`src/rtl/ssd1331_spi_receiver.sv`:
```
// rtl/ssd1331_spi_receiver.sv - SSD1331-style SPI slave: byte assembly, command decode, windowed pixel writes
// Sampled in the i_CLK domain, so i_CLK must run at least 4x SCK.
module ssd1331_spi_receiver #(
  parameter int NUM_COL = 96,
  parameter int NUM_ROW = 64,
  parameter int WIDTH   = 8
) (
  input  logic                       i_CLK,
  input  logic                       i_RST,
  input  logic                       i_SCK,
  input  logic                       i_MOSI,
  input  logic                       i_CS,
  input  logic                       i_DC,
  output logic                       o_RX_VALID,
  output logic [WIDTH-1:0]           o_RX_BYTE,
  output logic                       o_RX_DC,
  output logic                       o_PIX_WE,
  output logic [$clog2(NUM_COL)-1:0] o_PIX_COL,
  output logic [$clog2(NUM_ROW)-1:0] o_PIX_ROW,
  output logic [WIDTH-1:0]           o_PIX_DATA,
  output logic                       o_DISPLAY_ON,
  output logic [7:0]                 o_REMAP,
  output logic                       o_FRAME_ERR,
  output logic                       o_UNKNOWN_CMD
);

  localparam int CW = $clog2(NUM_COL);
  localparam int RW = $clog2(NUM_ROW);
  localparam int BW = $clog2(WIDTH);
  localparam logic [7:0] COL_MAX = 8'(NUM_COL - 1);
  localparam logic [7:0] ROW_MAX = 8'(NUM_ROW - 1);

  typedef enum logic {ST_CMD, ST_PARAM} state_t;

  logic [1:0] sck_sync, mosi_sync, cs_sync, dc_sync;
  logic       sck_q, cs_q;
  logic       sck_s, mosi_s, cs_s, dc_s, sck_rise, cs_rise;

  assign sck_s    = sck_sync[1];
  assign mosi_s   = mosi_sync[1];
  assign cs_s     = cs_sync[1];
  assign dc_s     = dc_sync[1];
  assign sck_rise = sck_s & ~sck_q;
  assign cs_rise  = cs_s & ~cs_q;

  // CS flops reset high so releasing reset never looks like a deselect
  always_ff @(posedge i_CLK) begin
    if (!i_RST) begin
      sck_sync  <= 2'b00;
      mosi_sync <= 2'b00;
      cs_sync   <= 2'b11;
      dc_sync   <= 2'b00;
      sck_q     <= 1'b0;
      cs_q      <= 1'b1;
    end else begin
      sck_sync  <= {sck_sync[0], i_SCK};
      mosi_sync <= {mosi_sync[0], i_MOSI};
      cs_sync   <= {cs_sync[0], i_CS};
      dc_sync   <= {dc_sync[0], i_DC};
      sck_q     <= sck_s;
      cs_q      <= cs_s;
    end
  end

  logic [BW-1:0]    bit_cnt;
  logic [WIDTH-2:0] shift_q;

  always_ff @(posedge i_CLK) begin
    if (!i_RST) begin
      bit_cnt     <= '0;
      shift_q     <= '0;
      o_RX_VALID  <= 1'b0;
      o_RX_BYTE   <= '0;
      o_RX_DC     <= 1'b0;
      o_FRAME_ERR <= 1'b0;
    end else begin
      o_RX_VALID  <= 1'b0;
      o_FRAME_ERR <= 1'b0;
      if (cs_s) begin
        bit_cnt <= '0;
        if (cs_rise && bit_cnt != '0) o_FRAME_ERR <= 1'b1;
      end else if (sck_rise) begin
        shift_q <= {shift_q[WIDTH-3:0], mosi_s};
        if (bit_cnt == BW'(WIDTH - 1)) begin
          bit_cnt    <= '0;
          o_RX_BYTE  <= {shift_q, mosi_s};
          o_RX_DC    <= dc_s;
          o_RX_VALID <= 1'b1;
        end else begin
          bit_cnt <= bit_cnt + 1'b1;
        end
      end
    end
  end

  state_t     state_q, state_d;
  logic [1:0] cnt_q, cnt_d;
  logic [7:0] op_q, p0_q, rx8;
  logic       latch_op, store_p0, apply, disp_set, disp_clr, unk, pix;

  assign rx8 = 8'(o_RX_BYTE);

  always_comb begin
    state_d  = state_q;
    cnt_d    = cnt_q;
    latch_op = 1'b0;
    store_p0 = 1'b0;
    apply    = 1'b0;
    disp_set = 1'b0;
    disp_clr = 1'b0;
    unk      = 1'b0;
    pix      = 1'b0;
    if (o_RX_VALID) begin
      if (o_RX_DC) begin
        pix     = 1'b1;
        state_d = ST_CMD;
        cnt_d   = 2'd0;
      end else begin
        unique case (state_q)
          ST_CMD: begin
            case (rx8)
              8'hAF: disp_set = 1'b1;
              8'hAE: disp_clr = 1'b1;
              8'h15, 8'h75: begin
                latch_op = 1'b1;
                state_d  = ST_PARAM;
                cnt_d    = 2'd2;
              end
              8'hA0: begin
                latch_op = 1'b1;
                state_d  = ST_PARAM;
                cnt_d    = 2'd1;
              end
              default: unk = 1'b1;
            endcase
          end
          ST_PARAM: begin
            cnt_d = cnt_q - 2'd1;
            if (cnt_q == 2'd2) store_p0 = 1'b1;
            if (cnt_q == 2'd1) begin
              apply   = 1'b1;
              state_d = ST_CMD;
            end
          end
          default: state_d = ST_CMD;
        endcase
      end
    end
  end

  // First parameter is the window start, the byte in hand is the end
  logic [7:0] lim, win_lo, win_hi;

  always_comb begin
    lim    = (op_q == 8'h75) ? ROW_MAX : COL_MAX;
    win_lo = (p0_q > lim) ? lim : p0_q;
    win_hi = (rx8 > lim) ? lim : rx8;
    if (win_hi < win_lo) win_hi = win_lo;
  end

  logic [CW-1:0] col_start, col_end, col_ptr;
  logic [RW-1:0] row_start, row_end, row_ptr;

  always_ff @(posedge i_CLK) begin
    if (!i_RST) begin
      state_q       <= ST_CMD;
      cnt_q         <= 2'd0;
      op_q          <= 8'h00;
      p0_q          <= 8'h00;
      col_start     <= '0;
      col_end       <= CW'(NUM_COL - 1);
      row_start     <= '0;
      row_end       <= RW'(NUM_ROW - 1);
      col_ptr       <= '0;
      row_ptr       <= '0;
      o_PIX_WE      <= 1'b0;
      o_PIX_COL     <= '0;
      o_PIX_ROW     <= '0;
      o_PIX_DATA    <= '0;
      o_DISPLAY_ON  <= 1'b0;
      o_REMAP       <= 8'h00;
      o_UNKNOWN_CMD <= 1'b0;
    end else begin
      state_q       <= state_d;
      cnt_q         <= cnt_d;
      o_PIX_WE      <= pix;
      o_UNKNOWN_CMD <= unk;
      if (latch_op) op_q <= rx8;
      if (store_p0) p0_q <= rx8;
      if (disp_set) o_DISPLAY_ON <= 1'b1;
      if (disp_clr) o_DISPLAY_ON <= 1'b0;
      if (apply) begin
        case (op_q)
          8'h15: begin
            col_start <= CW'(win_lo);
            col_end   <= CW'(win_hi);
            col_ptr   <= CW'(win_lo);
          end
          8'h75: begin
            row_start <= RW'(win_lo);
            row_end   <= RW'(win_hi);
            row_ptr   <= RW'(win_lo);
          end
          default: o_REMAP <= rx8;
        endcase
      end
      if (pix) begin
        o_PIX_COL  <= col_ptr;
        o_PIX_ROW  <= row_ptr;
        o_PIX_DATA <= o_RX_BYTE;
        if (col_ptr == col_end) begin
          col_ptr <= col_start;
          row_ptr <= (row_ptr == row_end) ? row_start : row_ptr + 1'b1;
        end else begin
          col_ptr <= col_ptr + 1'b1;
        end
      end
    end
  end

endmodule

```
`config.mk`:
```
export PLATFORM = sky130hd
export DESIGN_NAME = ssd1331_spi_receiver
export DESIGN_NICKNAME = d
export VERILOG_FILES = /design/src/rtl/ssd1331_spi_receiver.sv
export SDC_FILE = /design/constraint.sdc
export NUM_CORES = 1
export LEC_CHECK = 0
export CORE_MARGIN = 5
export CORE_UTILIZATION = 55
export CTS_BUF_LIST = sky130_fd_sc_hd__clkbuf_4
export CTS_CLUSTER_DIAMETER = 120
export DETAILED_ROUTE_END_ITERATION = 7
export DONT_BUFFER_PORTS = 1
export PLACE_DENSITY = 0.67
export SLEW_MARGIN = 5
export SYNTH_ARGS = -nofsm -noshare
export SYNTH_HDL_FRONTEND = slang
export SYNTH_SLANG_ARGS = --single-unit
```
`constraint.sdc`:
```
create_clock -name i_CLK -period 4.4 [get_ports i_CLK]
set_input_delay 0.88 -clock i_CLK [delete_from_list [all_inputs] [get_ports i_CLK]]
set_output_delay 0.88 -clock i_CLK [all_outputs]
set_load 0.01 [all_outputs]
```
-- After elaboration in Yosys (flattened, before gate mapping)
Cells that the tools add are included.
- register bits after elaboration: 121
- bits in latches: 0
- RAM bits: 0
- bits in read-only memories: 0
- bits of input ports: 6
- logic and storage cells: 124
- memories kept: 0
- add/sub/neg operators: 4
- multiply operators: 0
- div/mod/pow operators: 0
- magnitude comparators: 3
- eq/ne operators: 13
- shift operators: 0
- mux-type cells: 45
- bitwise operators: 10
- reductions and logical operators: 20
- operators by type and width (cell ; count):
    $mux W7 ; 6
    $mux W6 ; 5
    $mux W1 ; 27
    $eq A8 B8 Y1 const B ; 3
    $eq A8 B5 Y1 const B ; 2
    $eq A8 B7 Y1 const B ; 2
    $gt A8 B7 Y1 ; 2
    $mux W8 ; 2
    $reduce_and A2 Y1 ; 7
    $lt A8 B8 Y1 ; 1
    $not A1 Y1 ; 8
    $pmux W2 S2 ; 2
    $reduce_or A2 Y1 ; 4
    $add A7 B1 Y7 const B ; 1
    $eq A7 B7 Y1 ; 1
    $add A6 B1 Y6 const B ; 1
    $eq A6 B6 Y1 ; 1
    $reduce_or A3 Y1 ; 2
    $reduce_or A5 Y1 ; 1
    $ne A4 B2 Y1 const B ; 1
    $reduce_bool A2 Y1 ; 2
    $reduce_or A4 Y1 ; 1
    $add A3 B1 Y3 const B ; 1
    $eq A3 B3 Y1 const B ; 1
    10 further kinds ; 11

-- Depth between registers and ports, before layout
- depth after elaboration: 8
- mapped depth: 15

-- Worst setup path before layout
OpenSTA, ideal clock, no wires.
- path type: register -> register
- start: register op_q[3]
- end: register row_end[0]
- library setup time: 64 ps
- arrival time: 3628 ps
- data required time: 4336 ps
- path slack: 708 ps
- cell stages (with the launch flop): 14
- path buffers: 0
- path through: dfxtp_1 -> nand4bb_2 -> nor2_4 -> inv_1 -> ha_1 -> nand3_1 -> o21a_1 -> maj3_2 -> or3_1 -> ha_1 -> or3_2 -> o31a_1 -> or4_1 -> nand4_1
- cells in the longest elaborated chain, start to end: 6
- elaborated cells between the ends (all ways): 9
- those cells by class: order compare: 3; eq/ne: 1; mux: 4; reduce/logical: 1
- ends and longest elaborated chain (what ; RTL line ; RTL):
    start, declared ; 98 ; logic [7:0] op_q, p0_q, rx8;
    start signal, assigned ; 188 ; if (latch_op) op_q <= rx8;
    $eq A8 B7 Y1 (*) ; 155, 193 ;
    $mux W7 ; 155 ; lim = (op_q == 8'h75) ? ROW_MAX : COL_MAX;
    $gt A8 B7 Y1 (on tied branches) ; 157, 156 ;
    $mux W8 (on tied branches) ; 157, 156 ;
    $lt A8 B8 Y1 ; 158 ; if (win_hi < win_lo) win_hi = win_lo;
    $mux W7 ; 158 ;
    end signal, assigned ; 173 ; row_end <= RW'(NUM_ROW - 1);
    end signal, assigned ; 201 ; row_end <= RW'(win_hi);
    end, declared ; 162 ; logic [RW-1:0] row_start, row_end, row_ptr;
Every way passes the cells marked *; elsewhere a longest branch is shown, timed or not.
A chain may end at the register's enable or synchronous reset.

-- Worst setup path after layout
Same ends and word-level chain as after synthesis.

==> summary.md <==
| Metric | Value |
|---|---|
| Yosys cell types | 67 |
| Post-Syn Instances | 659 |
| Synthesized area | 5780 um2 |
| # diodes | 0 |
| Initial Util | 56.2% |
| Startpoint types | flop |
| Die Span Y | 112 um |
| Number of synthesized flops with an enable pin | 0 |
| Worst-margin pin slew | 1.08 ns |
| TritonCTS buffer count | 17 |
| IO Port Bufs | 0 |
| Largest net degree at the start of global routing | 121 |
| Post_cts resized | 0 |
| Peak VDD IR | 0.000231 V |
| Crit-path cells | nand4bb_2, nor2_4, inv_1, ha_1, nand3_1, o21a_1, maj3_2, or3_1, ha_1, or3_2, o31a_1, or4_1, nand4_1 |
| Worst-path clk slew | 0.12 ns |
| Syn Nets | 681 |
| Relative slew slack | 28.2% |
| CP bufs+invs | 1 |
| FF+latch count, synth | 121 |
| Commonest non-fill, non-tap cells in the layout | dfxtp_1 (121), nand2_1 (110), a21boi_0 (45) |
| Routed WL | 12800 um |
| Fin. max-slew vios | 0 |
| Worst-path cell with the longest stage delay | or4_1 |
| Final WS setup | 0.443 ns |
| Vias/cell | 5.60 |
| # Max-Cap Violations | 0 |
| Top cell family by delay on the critical path | simple AND/OR/NAND/NOR gates |
| Sequential area share after synthesis | 41.9% |
| Fmax achieved | 253 MHz |
| Fraction of layout cells with a size suffix above 1 | 8.62% |
| CTS sink count | 121 |
| Iter 0 DRT Violations | 185 |
| Final Wtd Congestion | 0.898 |
| CP peak stage delay | 0.51 ns |
| DP Wirelength | 8250 um |
| CP Capture Type | flop |
| Setup TNS | 0 ns |
| Most frequent CP cell | ha_1 |
| First-pass iteration count of the detailed router | 4 |
| Post-DP Area | 5730 um2 |
| Worst slack at placement | 0.484 ns |
| Area of the core | 10300 um2 |
| Hold crit path type | input pin to flop |
| Die Wd | 112 um |
| Routed vias | 4400 |
| RSZ-0062 raised after global routing | false |
| Critical Path Fanout Max | 8 |
| Post-CTS Setup Bufs | 0 |
| GRT Total Usage | 20.8% |
| Final core utilization | 58.6% |
| Async SR Flop Fraction | 0% |
| DR DRC count | 0 |
| Cell area after layout | 6020 um2 |
| Fin. Hold Viols | 0 |
| Final period util | 89.9% |
| WS Path Type | flop to flop |
| Power Dens Cells | 320 nW/um2 |
| H-Tree Depth | 4 |
| Setup slack of the most critical reg-to-reg path | 0.44 ns |
| Worst Path Arrival | 4.45 ns |
| Yosys warning total | 0 |
| Setup violators final | 0 |
| Detailed-route wire length per cell | 16.2 um |
| Commonest non-fill, non-tap cell in the layout | dfxtp_1 |
| Final min period | 3.96 ns |
| Vias in the first global route | 4256 |
| Clock Path Buffers | 2 |
| I/O pins | 49 |
| Post-CTS Hold Fix Bufs | 0 |
| Synth Flop Type | dfxtp_1 |
| Initial antenna violation count | 0 |
| Cell Rows | 37 |
| Clk_lat worst skew | 0.55 ns |
| Antenna-violating nets left | 0 |
| Status | complete, no violations |
| Worst EP required | 4.89 ns |
| Die area | 12700 um2 |
| # fillers | 967 |
| Syn_area_per_cell | 8.77 um2 |
| Root buf cell | clkbuf_4 |
| Area Growth Syn to Fin | 4.16% |
| NumNets Final | 659 |
| CTS tree | yes |
| Clk_skew | 0.0170 ns |
| Grt ovf | 0 |
| LEAKAGE | 2.28 nW |
| First-pass GRT wire length | 21200 um |
==> logic make-up after synthesis <==
logic type	after synthesis	synth area share, %
simple gates	261	22.7
compound gates	152	18.4
flops	121	41.9
buf+inv	58	5.35
xor+xnor	24	3.64
mux	24	4.18
fa+ha+maj	17	3.66
other cells	2	0.130
==> stage by stage <==
step / hold WS (ns) / power [mW] / instances
4_1_cts: 0.382 / 1.95 / 786
3_5_place_dp: 0.405 / 1.16 / 754
5_1_grt: 0.384 / 2.01 / 786
3_3_place_gp: 0.386 / 1.16 / 754
6_report: 0.418 / 1.93 / 786
2_1_floorplan: 0.374 / 1.17 / 659
==> registers in the layout (all words and copies together) (netlist names), 2 cells and up <==
register / cells
col_ptr: 7
cs_sync: 2
row_start: 6
sck_sync: 2
col_start: 7
o_PIX_COL: 7
op_q: 8
o_RX_BYTE: 8
shift_q: 7
row_end: 6
o_PIX_DATA: 8
col_end: 7
row_ptr: 6
dc_sync: 2
p0_q: 8
cnt_q: 2
mosi_sync: 2
bit_cnt: 3
o_REMAP: 8
o_PIX_ROW: 6
==> synthesized netlist by cell type (8+ instances only) <==
library cell	n	area [um2]
mux2i_1	23	230
and3_1	15	93.8
xor2_1	14	123
o21a_1	10	75.1
a211oi_1	15	113
o21ai_0	15	75.1
nand2_1	110	413
a21oi_1	25	125
dfxtp_1	121	2420
inv_1	9	33.8
nand3_1	14	70.1
nor2_1	39	146
ha_1	16	200
nor2b_1	20	125
clkbuf_1	36	135
o311ai_1	8	70.1
xnor2_1	10	87.6
and2_1	17	106
a21boi_0	45	338
==> final timing paths <==
kind | end | cells past startpoint | startpoint
hold / removal | row_end[2] | 1 | i_RST
hold reg to reg | o_FRAME_ERR | 1 | cs_q
setup / recovery | row_end[0] | 13 | op_q[3]
setup reg to reg | row_end[0] | 13 | op_q[3]
==> metal layers <==
metal / vias to the layer above / global-route usage, % / wire [um]
met5: - / 0 / 0
met4: 0 / 10.1 / 282
met3: 21 / 6.04 / 631
met2: 88 / 33.3 / 6120
met1: 2058 / 25.6 / 5740
li1: 2233 / - / -
==> cell type report <==
type	instances	area [um2]	area share, %
multi-input cells	480	3050	50.6
flip-flops and latches	121	2420	40.2
well taps	136	170	2.83
clock inverters	14	150	2.49
clock buffers	18	135	2.25
repair buffers	8	60.1	0.998
inverters	9	33.8	0.561
==> power by group <==
group | leakage, nW | switching (mW) | internal (mW) | total [mW]
sequential | 0.977 | 0.00178 | 1.10 | 1.10
combinational | 1.16 | 0.0168 | 0.0184 | 0.0352
clock | 0.149 | 0.445 | 0.346 | 0.791
Power figures use the tool's default switching activity.
